==> config.mk <==
export PLATFORM = sky130hd
export DESIGN_NAME = hazard_ctrl_flat
export DESIGN_NICKNAME = d
export VERILOG_FILES = /design/src/rtl/hazard_ctrl_if.sv /design/src/rtl/hazard_ctrl.sv /design/src/flat_wrapper.sv
export SDC_FILE = /design/constraint.sdc
export NUM_CORES = 1
export LEC_CHECK = 0
export BUFFER_PORTS_ARGS = -buffer_cell sky130_fd_sc_hd__buf_2
export CAP_MARGIN = 20
export CORE_AREA = 2 2 67 69
export CTS_BUF_LIST = sky130_fd_sc_hd__clkbuf_2 sky130_fd_sc_hd__clkbuf_4 sky130_fd_sc_hd__clkbuf_8
export DETAILED_ROUTE_END_ITERATION = 8
export DIE_AREA = 0 0 69 71
export GPL_ROUTABILITY_DRIVEN = 0
export GPL_TIMING_DRIVEN = 0
export HOLD_SLACK_MARGIN = 0.12
export PLACE_DENSITY = 0.84
export RECOVER_POWER = 25
export SKIP_CTS_REPAIR_TIMING = 1
export SYNTH_ARGS = -nofsm -noshare
export SYNTH_HDL_FRONTEND = slang
export SYNTH_SLANG_ARGS = --single-unit
==> constraint.sdc <==
create_clock -name clk -period 3.6 [get_ports clk]
set_clock_uncertainty 0.2 [all_clocks]
set_input_delay 0.18 -clock clk [delete_from_list [all_inputs] [get_ports clk]]
set_output_delay 0.18 -clock clk [all_outputs]
set_load 0.1 [all_outputs]
==> src/rtl/hazard_ctrl_if.sv <==
// hazard_ctrl_if -- decode-side handshake bundle for the hazard/halt controller.
//
// Optional feature macro: HAZARD_PERF_EN (adds CNT_W and the stall_cnt signal).
//
// Signals (direction as seen by hazard_ctrl, modport slave):
//   d_valid                    in   decode latch holds a real, non-NOP instruction
//   d_rs, d_rt, d_rd           in   register ids in decode
//   d_rs_use/d_rt_use/d_rd_use in   instruction reads that register
//   d_wr                       in   instruction writes d_rd
//   d_halt                     in   instruction is HALT
//   x_flush                    in   registered execute flush (taken branch)
//   stall                      out  freeze fetch/decode and decode/execute latches
//   issue                      out  decode instruction advances this cycle
//   halted                     out  core halted
//   pending                    out  scoreboard, bit r set while a write to r is in flight
//   inflight                   out  number of valid shadow tags (0..3)
//   stall_cnt                  out  saturating count of RUN stall cycles (HAZARD_PERF_EN)
// The master modport is the decode/pipeline side that drives the instruction fields.

interface hazard_ctrl_if #(
   parameter int NREG = 16
`ifdef HAZARD_PERF_EN
   , parameter int CNT_W = 16
`endif
);
   localparam int RID_W = $clog2(NREG);

   logic             d_valid;
   logic [RID_W-1:0] d_rs;
   logic [RID_W-1:0] d_rt;
   logic [RID_W-1:0] d_rd;
   logic             d_rs_use;
   logic             d_rt_use;
   logic             d_rd_use;
   logic             d_wr;
   logic             d_halt;
   logic             x_flush;
   logic             stall;
   logic             issue;
   logic             halted;
   logic [NREG-1:0]  pending;
   logic [1:0]       inflight;
`ifdef HAZARD_PERF_EN
   logic [CNT_W-1:0] stall_cnt;
`endif

   modport master (
      output d_valid, d_rs, d_rt, d_rd, d_rs_use, d_rt_use, d_rd_use,
             d_wr, d_halt, x_flush,
      input  stall, issue, halted, pending, inflight
`ifdef HAZARD_PERF_EN
      , input stall_cnt
`endif
   );

   modport slave (
      input  d_valid, d_rs, d_rt, d_rd, d_rs_use, d_rt_use, d_rd_use,
             d_wr, d_halt, x_flush,
      output stall, issue, halted, pending, inflight
`ifdef HAZARD_PERF_EN
      , output stall_cnt
`endif
   );

endinterface

==> src/rtl/hazard_ctrl.sv <==
// hazard_ctrl -- pipeline hazard and halt controller for the five-stage core.
//
// Sits beside decode. Keeps a register scoreboard fed by a shadow tag pipeline
// (tE, tM, tW) mirroring execute, memory and writeback, raises stall on RAW/WAW
// hazards, squashes the execute tag on a branch flush and sequences the halt
// drain (RUN -> DRAIN -> HALTED).
//
// Optional feature macro: HAZARD_PERF_EN (saturating stall_cnt of RUN stalls).
//
// Ports:
//   clk   in  single clock, rising edge
//   rst   in  asynchronous, active-low reset; clears all state
//   bus   hazard_ctrl_if.slave -- decode fields in; stall, issue, halted,
//         pending, inflight (and stall_cnt) out

module hazard_ctrl #(
   parameter int NREG = 16
`ifdef HAZARD_PERF_EN
   , parameter int CNT_W = 16
`endif
) (
   input  logic         clk,
   input  logic         rst,
   hazard_ctrl_if.slave bus
);

   localparam int RID_W = $clog2(NREG);

   typedef struct packed {
      logic             valid;
      logic             wr;
      logic [RID_W-1:0] rd;
   } tagT;

   typedef enum logic [1:0] {
      RUN    = 2'd0,
      DRAIN  = 2'd1,
      HALTED = 2'd2
   } stateT;

   tagT             tE, tM, tW;
   tagT             eNext, mNext, wNext;
   logic [NREG-1:0] pendQ, pendNext;
   logic [1:0]      inflightQ, inflightNext;
   stateT           state, stateNext;

   logic            wbWrite;
   logic [NREG-1:0] bypassMask;
   logic [NREG-1:0] hazMask;
   logic            rsHit, rtHit, rdHit, hazard;
   logic            stall, issue;

   // The register file is write-through, so the writer sitting in writeback
   // already delivers its value and must not hold up a reader or a new writer.
   assign wbWrite = tW.valid & tW.wr;

   // NOTE: every signal assigned in always_comb gets a default first, so no
   // path leaves it unassigned and no latch is inferred.
   always_comb begin
      bypassMask = '0;
      if (wbWrite) bypassMask[tW.rd] = 1'b1;
   end

   assign hazMask = pendQ & ~bypassMask;
   assign rsHit   = bus.d_rs_use & hazMask[bus.d_rs];
   assign rtHit   = bus.d_rt_use & hazMask[bus.d_rt];
   assign rdHit   = (bus.d_rd_use | bus.d_wr) & hazMask[bus.d_rd];
   assign hazard  = bus.d_valid & (rsHit | rtHit | rdHit);

   // A flush always lets the pipe move (the decode instruction is squashed);
   // otherwise DRAIN/HALTED freeze decode unconditionally.
   always_comb begin
      stall = 1'b0;
      if (!bus.x_flush) stall = (state != RUN) | hazard;
   end

   assign issue = bus.d_valid & ~stall & ~bus.x_flush & (state == RUN);

   // Next state for tags, scoreboard, drain FSM and tag count.
   always_comb begin
      stateNext = state;
      wNext     = tM;
      mNext     = bus.x_flush ? '0 : tE;
      eNext     = '0;
      pendNext  = pendQ;

      // Clears first, then the set, so a new writer targeting tW.rd wins.
      if (wbWrite) pendNext[tW.rd] = 1'b0;
      if (bus.x_flush && tE.valid && tE.wr) pendNext[tE.rd] = 1'b0;

      // HALT enters no tag: it writes nothing and the drain only waits for
      // the instructions ahead of it.
      if (issue && !bus.d_halt) begin
         eNext = tagT'{valid: 1'b1, wr: bus.d_wr, rd: bus.d_rd};
         if (bus.d_wr) pendNext[bus.d_rd] = 1'b1;
      end

      case (state)
         RUN:     if (issue && bus.d_halt) stateNext = DRAIN;
         DRAIN:   if (inflightQ == 2'd0) stateNext = HALTED;
         HALTED:  stateNext = HALTED;
         default: stateNext = RUN;
      endcase

      inflightNext = {1'b0, eNext.valid} + {1'b0, mNext.valid} + {1'b0, wNext.valid};
   end

   // NOTE: sequential state uses non-blocking assignments so every flop
   // samples pre-edge values regardless of statement order.
   // NOTE: pending is a small flop vector, not a RAM, so it is cleared by
   // reset in one step like any other register.
   always_ff @(posedge clk or negedge rst) begin
      if (!rst) begin
         state     <= RUN;
         tE        <= '0;
         tM        <= '0;
         tW        <= '0;
         pendQ     <= '0;
         inflightQ <= '0;
      end else begin
         state     <= stateNext;
         tE        <= eNext;
         tM        <= mNext;
         tW        <= wNext;
         pendQ     <= pendNext;
         inflightQ <= inflightNext;
      end
   end

`ifdef HAZARD_PERF_EN
   logic [CNT_W-1:0] stallCnt;

   // Only hazard stalls in RUN are counted; drain/halt freezes are not.
   always_ff @(posedge clk or negedge rst) begin
      if (!rst) begin
         stallCnt <= '0;
      end else if (stall && (state == RUN) && (stallCnt != '1)) begin
         stallCnt <= stallCnt + 1'b1;
      end
   end

   assign bus.stall_cnt = stallCnt;
`else
   // Counter absent: stall cycles are not recorded.
`endif

   assign bus.stall    = stall;
   assign bus.issue    = issue;
   assign bus.halted   = (state == HALTED);
   assign bus.pending  = pendQ;
   assign bus.inflight = inflightQ;

endmodule

==> src/flat_wrapper.sv <==
// flat-port wrapper written by rule: the top's interface ports become plain ports
module hazard_ctrl_flat 
#(
   parameter int NREG = 16

)
  (clk, rst, bus_d_valid, bus_d_rs, bus_d_rt, bus_d_rd, bus_d_rs_use, bus_d_rt_use, bus_d_rd_use, bus_d_wr, bus_d_halt, bus_x_flush, bus_stall, bus_issue, bus_halted, bus_pending, bus_inflight);
  hazard_ctrl_if #(.NREG(NREG)) bus_i ();
  input  logic clk;
  input  logic rst;
  input wire logic [$bits(bus_i.d_valid)-1:0] bus_d_valid;
  input wire logic [$bits(bus_i.d_rs)-1:0] bus_d_rs;
  input wire logic [$bits(bus_i.d_rt)-1:0] bus_d_rt;
  input wire logic [$bits(bus_i.d_rd)-1:0] bus_d_rd;
  input wire logic [$bits(bus_i.d_rs_use)-1:0] bus_d_rs_use;
  input wire logic [$bits(bus_i.d_rt_use)-1:0] bus_d_rt_use;
  input wire logic [$bits(bus_i.d_rd_use)-1:0] bus_d_rd_use;
  input wire logic [$bits(bus_i.d_wr)-1:0] bus_d_wr;
  input wire logic [$bits(bus_i.d_halt)-1:0] bus_d_halt;
  input wire logic [$bits(bus_i.x_flush)-1:0] bus_x_flush;
  output wire logic [$bits(bus_i.stall)-1:0] bus_stall;
  output wire logic [$bits(bus_i.issue)-1:0] bus_issue;
  output wire logic [$bits(bus_i.halted)-1:0] bus_halted;
  output wire logic [$bits(bus_i.pending)-1:0] bus_pending;
  output wire logic [$bits(bus_i.inflight)-1:0] bus_inflight;
  assign bus_i.d_valid = bus_d_valid;
  assign bus_i.d_rs = bus_d_rs;
  assign bus_i.d_rt = bus_d_rt;
  assign bus_i.d_rd = bus_d_rd;
  assign bus_i.d_rs_use = bus_d_rs_use;
  assign bus_i.d_rt_use = bus_d_rt_use;
  assign bus_i.d_rd_use = bus_d_rd_use;
  assign bus_i.d_wr = bus_d_wr;
  assign bus_i.d_halt = bus_d_halt;
  assign bus_i.x_flush = bus_x_flush;
  assign bus_stall = bus_i.stall;
  assign bus_issue = bus_i.issue;
  assign bus_halted = bus_i.halted;
  assign bus_pending = bus_i.pending;
  assign bus_inflight = bus_i.inflight;
  hazard_ctrl #(.NREG(NREG)) u_core (.clk(clk), .rst(rst), .bus(bus_i));
endmodule
# Word-level counts from Yosys, hierarchy flattened
# Index checks and enable logic that the tools add are counted.
# W data, S select, Z words.
# totals
ff_bits	38
in_bits	21
output_inout_bits	21
elab_cells	82
# classes
n_addsub	2
order_cmp	8
eq_ne	4
mux	23
n_bitwise	21
n_reduce_logical	12
# ops
cell	count
$mux W16	5
$and A16 B16 Y16	3
$not A16 Y16	3
$lt A4 B5 Y1 const B	5
$or A16 B16 Y16	1
$bmux W1 S4	3
$demux W1 S4	3
$ge A4 B1 Y1 const B	3
$mux W6	2
$and A1 B1 Y1	8
$logic_and A1 B1 Y1	7
$mux W1	7
$pmux W2 S3	1
$logic_not A2 Y1	2
$mux W2	2
$or A1 B1 Y1	4
$add A1 B1 Y2	1
$add A2 B1 Y2	1
$eq A2 B1 Y1 const B	1
$eq A2 B2 Y1 const B	1
$ne A2 B1 Y1 const B	1
$ne A2 B2 Y1 const B	1
$not A1 Y1	2
$reduce_and A2 Y1	1
other kinds (2)	2

# Depth between registers and ports, before layout
# depth
ltp_word	23
ltp_mapped	11
mapped_depth_nobuf	9

# Worst setup path before layout
# Ideal clock, no wire load.
# synth_path
path_type	register to output
from	register u_core.pendQ[7] (netlist: u_core.bus.pending[7])
to	output bus_stall
arrival_time_ns	3.738
required_time_ns	3.220
path_slack_ns	-0.518
stages_incl_launch_ff	9
path_buffers	0
cell_sequence	dfrtp_1 inv_1 a31oi_1 o22ai_1 a311o_1 nor4_4 or3_1 nand2_1 a21oi_1
# synth_via
elab_chain_cells	9
elab_cells_between_ends	15
cone_classes	7 x mux; 8 x bitwise
# synth_rtl
item	line_no	text
from (decl)	hazard_ctrl.sv:43	logic [NREG-1:0] pendQ, pendNext;
from (signal assigned)	hazard_ctrl.sv:125	pendQ <= pendNext;
$and A16 B16 Y16 (*)	hazard_ctrl.sv:64	assign hazMask = pendQ & ~bypassMask;
$bmux W1 S4, on equally long branches	hazard_ctrl.sv:65, hazard_ctrl.sv:66	
$mux W1, on equally long branches	hazard_ctrl.sv:65, hazard_ctrl.sv:66	
$and A1 B1 Y1, on equally long branches	hazard_ctrl.sv:65, hazard_ctrl.sv:66	
$or A1 B1 Y1	hazard_ctrl.sv:68	assign hazard = bus.d_valid & (rsHit | rtHit | rdHit);
$or A1 B1 Y1 (*)	hazard_ctrl.sv:68	
$and A1 B1 Y1 (*)	hazard_ctrl.sv:68	
$or A1 B1 Y1 (*)	hazard_ctrl.sv:74	if (!bus.x_flush) stall = (state != RUN) | hazard;
$mux W1 (*)	hazard_ctrl.sv:74	
to (decl)	flat_wrapper.sv:21	output wire logic [$bits(bus_i.stall)-1:0] bus_stall;
# Mark *: on every way between the ends. The rest lies on a longest branch, timed or not. The select of a mux whose other input is x is not followed.

# Final worst setup path
# layout_path
from	register u_core.tW[3] in the netlist's numbering
to	output bus_issue
# layout_via
elab_chain_cells	19
elab_cells_between_ends	26
cone_classes	2 x order compare; 10 x mux; 13 x bitwise; 1 x reduce/logical
# layout_rtl
item	line_no	text
from (decl)	hazard_ctrl.sv:41	tagT tE, tM, tW;
from (signal assigned)	hazard_ctrl.sv:124	tW <= wNext;
$lt A4 B5 Y1 (implied by the code) / $ge A4 B1 Y1 (equally long branches)	hazard_ctrl.sv:61	if (wbWrite) bypassMask[tW.rd] = 1'b1;
$logic_and A1 B1 Y1 (implied by the code)	hazard_ctrl.sv:61	
$mux W1 (implied by the code)	hazard_ctrl.sv:61	
$demux W1 S4 (*)	n/a	
$mux W16 (*)	hazard_ctrl.sv:61	
$not A16 Y16 (*)	hazard_ctrl.sv:64	
$and A16 B16 Y16 (*)	hazard_ctrl.sv:64	
$bmux W1 S4, on equally long branches	hazard_ctrl.sv:65, hazard_ctrl.sv:66	
$mux W1, on equally long branches	hazard_ctrl.sv:65, hazard_ctrl.sv:66	
$and A1 B1 Y1, on equally long branches	hazard_ctrl.sv:65, hazard_ctrl.sv:66	
$or A1 B1 Y1	hazard_ctrl.sv:68	
$or A1 B1 Y1 (*)	hazard_ctrl.sv:68	
$and A1 B1 Y1 (*)	hazard_ctrl.sv:68	
$or A1 B1 Y1 (*)	hazard_ctrl.sv:74	
$mux W1 (*)	hazard_ctrl.sv:74	
$not A1 Y1 (*)	hazard_ctrl.sv:77	assign issue = bus.d_valid & ~stall & ~bus.x_flush & (state == RUN);
$and A1 B1 Y1 (*) (3 in a row)	hazard_ctrl.sv:77	
to (decl)	flat_wrapper.sv:22	output wire logic [$bits(bus_i.issue)-1:0] bus_issue;
# Marks and branches as above.

==> flow_metrics.py <==
metrics = {
    "run_status": {
        "status": "finished, violations left",
        "violations": "max-capacitance violations, max-slew violations",
    },
    "yosys": {
        "netlist.area_leader.share": 0.409,
        "ys_top_cells_by_area": "dfrtp_1, mux2i_1, o22ai_1, nor2_1, nand2b_1",
        "synth_area_mm2": 0.00232,
        "synth_edf_count": 0,
        "synth_seq_area_share": 0.409,
        "ys_seq_elements": 38,
        "synth.distinct_cells": 58,
        "ys_top_cells_by_count": "dfrtp_1, nor2_1, inv_1, nand2_1, o21ai_1",
        "synth.most_common_cell": "dfrtp_1",
        "synth_cells": 244,
        "syn_nets": 269,
        "synth_top_area_cell": "dfrtp_1",
        "async_flop_share": 1.00,
        "yosys_warnings": 0,
        "postSynthAreaPerCell_um2": 9.53,
        "synthFlopType": "dfrtp_1",
    },
    "pwr": {
        "p_sw_frac": 0.307,
        "pwr-share-seq": 0.394,
        "switchingPower_uw": 351,
        "power-per-cell-area_mw_per_mm2": 411,
        "ir_drop_uv": 344,
        "p_leak_uw": 0.00119,
        "pwr-share-comb": 0.234,
        "pwr-share-clk": 0.372,
        "intPower_uw": 794,
    },
    "finish": {
        "instances_no_fill": 345,
        "fillers": 354,
        "n_antenna_cell": 0,
        "drive_gt1_frac": 0.218,
        "area_growth_pct": 19.8,
        "fin_nets": 317,
    },
    "die": {
        "io_pins": 42,
        "die_h_um": 71,
        "start_util": 0.553,
        "dieWidth_um": 69,
        "rows": 24,
        "dieArea_mm2": 0.00490,
        "core-area_mm2": 0.00420,
    },
    "placed_design": {
        "dpl.cell_count": 332,
        "io_buffer_count": 36,
        "place.detailed.hpwl_um": 4350,
    },
    "global_routing": {
        "antenna_found_initial": 0,
        "grt-ovfl-total": 0,
        "grt_pass1_vias": 1980,
        "track_usage": 0.247,
        "grt_max_degree": 39,
        "grt_pass1_wl_um": 9430,
    },
    "clocking": {
        "root_buffer": "clkbuf_8",
        "h-tree-depth": 2,
        "clkLatencyLatePin_ps": 290,
        "clk_pin_slew_ps": 70,
        "cts_tree": "built",
        "cts_buffers": 5,
        "cts_sinks": 38,
        "clockBufferDepth": 2,
    },
    "setup_path": {
        "crit_buf_inv": 1,
        "worstSetupPathType": "flop to output pin",
        "path_max_fanout": 6,
        "worstSetupEndpointType": "output pin",
        "arrival_ps": 3080,
        "crit_path_start_kind": "flop",
        "critPathSlowestCell": "o21ai_2",
        "max_stage_delay_ps": 430,
        "cp.required_ps": 3220,
        "crit_path_cell_trace": "nand4bb_1, o21ai_2, nand2b_1, o311ai_0, a31o_1, or3_1, nor2_2, buf_2",
        "crit_family": "simple AND/OR/NAND/NOR gates",
    },
    "detailed_routing": {
        "vias_per_cell": 6.13,
        "wl_per_cell_um": 16.5,
        "drt_iter0_drc": 253,
        "route.vias.total": 2115,
        "drc": 0,
        "drt-pass1-iter-count": 5,
        "wl_um": 5710,
        "ant_nets": 0,
    },
    "run": {
        "cap_violations": 1,
    },
    "timing": {
        "layout_min_cycle_time_ps": 3460,
        "tightestPinTransition_ps": 1860,
        "setup_viol": 0,
        "maxSlewHeadroom": -0.239,
        "fmax_ghz": 0.289,
        "fin_setup_tns_ps": 0,
        "rsz0062_at_grt": "no",
        "period_share": 0.960,
        "drv_slew": 39,
        "hold_violations": 0,
    },
    "min_path": {
        "holdCritPathClass": "input pin to flop",
    },
}
cells by family (layout without fill, tap and decap cells):
| kind of cell | count (synthesis) | in the layout | share of synthesized area |
|---|---|---|---|
| fa+ha+maj | 4 | 4 | 0.0248 |
| mux | 9 | 9 | 0.0393 |
| xor+xnor | 1 | 1 | 0.00377 |
| compound gates | 77 | 77 | 0.231 |
| buf+inv | 25 | 74 | 0.0431 |
| flops | 38 | 38 | 0.409 |
| simple gates | 90 | 90 | 0.249 |
state kept, by name, indices dropped and copies added (netlist names):
| signal | count |
|---|---|
| u_core.bus.inflight | 2 |
| u_core.tW | 6 |
| u_core.bus.pending | 16 |
| u_core.tM | 6 |
| u_core.tE | 6 |
| u_core.state | 2 |
area by class of cell:
cell class                      count  area, um2  area share
Multi-Input combinational cell    181       1300       0.467
Tap cell                           52       65.1      0.0234
Sequential cell                    38        951       0.342
Clock buffer                        5       68.8      0.0247
Timing Repair Buffer               41        230      0.0827
Inverter                           14       52.6      0.0189
Buffer                             11       47.5      0.0171
Clock inverter                      3       68.8      0.0247
final timing paths:
check	start	endpoint	slack [ps]	depth (start not counted)
worst max-delay path	u_core.tW[3]$_DFF_PN0_	bus_issue	140	8
worst min-delay path	bus_d_halt	u_core.state[0]$_DFFE_PN0P_	120	5
worst max register to register	u_core.tW[3]$_DFF_PN0_	u_core.bus.inflight[0]$_DFF_PN0_	360	10
worst min register to register	u_core.tM[0]$_DFF_PN0_	u_core.tW[0]$_DFF_PN0_	150	0
max in group asynchronous	rst	u_core.tE[0]$_DFF_PN0_	1400	2
min in group asynchronous	rst	u_core.tW[5]$_DFF_PN0_	740	2
stage by stage:
| step | hold slack (ps) | total power (uW) | setup WS, ps | utilization | area, um2 |
|---|---|---|---|---|---|
| after detailed placement | 105 | 716 | 316 | 0.613 | 2580 |
| after CTS | -215 | 1140 | -26.3 | 0.646 | 2710 |
| after floorplan | -316 | 658 | 76.2 | - | 2330 |
| final | 120 | 1150 | 143 | 0.662 | 2780 |
| after global placement | 92.1 | 710 | 355 | 0.613 | 2580 |
| after global routing | 165 | 1200 | 5.55 | 0.662 | 2780 |
power by group through the flow:
| stage | Sequential [uW] | Clock (uW) | Combinational, uW |
|---|---|---|---|
| after floorplan | 490 | 0 | 169 |
| after global placement | 458 | 0 | 252 |
| after detailed placement | 459 | 0 | 257 |
| after CTS | 451 | 433 | 258 |
| after global routing | 452 | 455 | 288 |
| final | 451 | 426 | 268 |
worst register-to-register path, delay by kind of cell, from the launching register on:
| kind | cells | cell delay [ps] |
|---|---|---|
| adders and majority gates | 1 | 480 |
| AOI/OAI and AO/OA | 3 | 840 |
| buffers and inverters | 3 | 330 |
| DFF | 1 | 420 |
| and+or+nand+nor | 3 | 870 |
placed cells by master (no fill, tap or decap), types with 3 or more instances in the layout:
cell	n
o22ai_1	11
nand2_1	14
mux2i_1	8
o32ai_1	3
inv_1	14
o211ai_1	7
o21ai_0	9
nor2b_1	8
clkbuf_1	7
ha_1	3
nand3_1	5
dfrtp_1	38
buf_1	3
nand2b_1	10
o21ai_1	12
and2_1	6
nor3_1	4
o21ai_2	4
nor2_1	17
o2111ai_1	5
clkbuf_8	5
nand3b_1	4
o21a_1	3
buf_2	35
dlygate4sd3_1	5
or3_1	5
per-layer routing:
layer  wire [um]  GRT usage  part of all wire
met4         213      0.124             0.037
met1        2420      0.306              0.42
met5           0          0                 0
met2        2630      0.412              0.46
met3         443     0.0527             0.078
(Power assumes the default switching activity.)
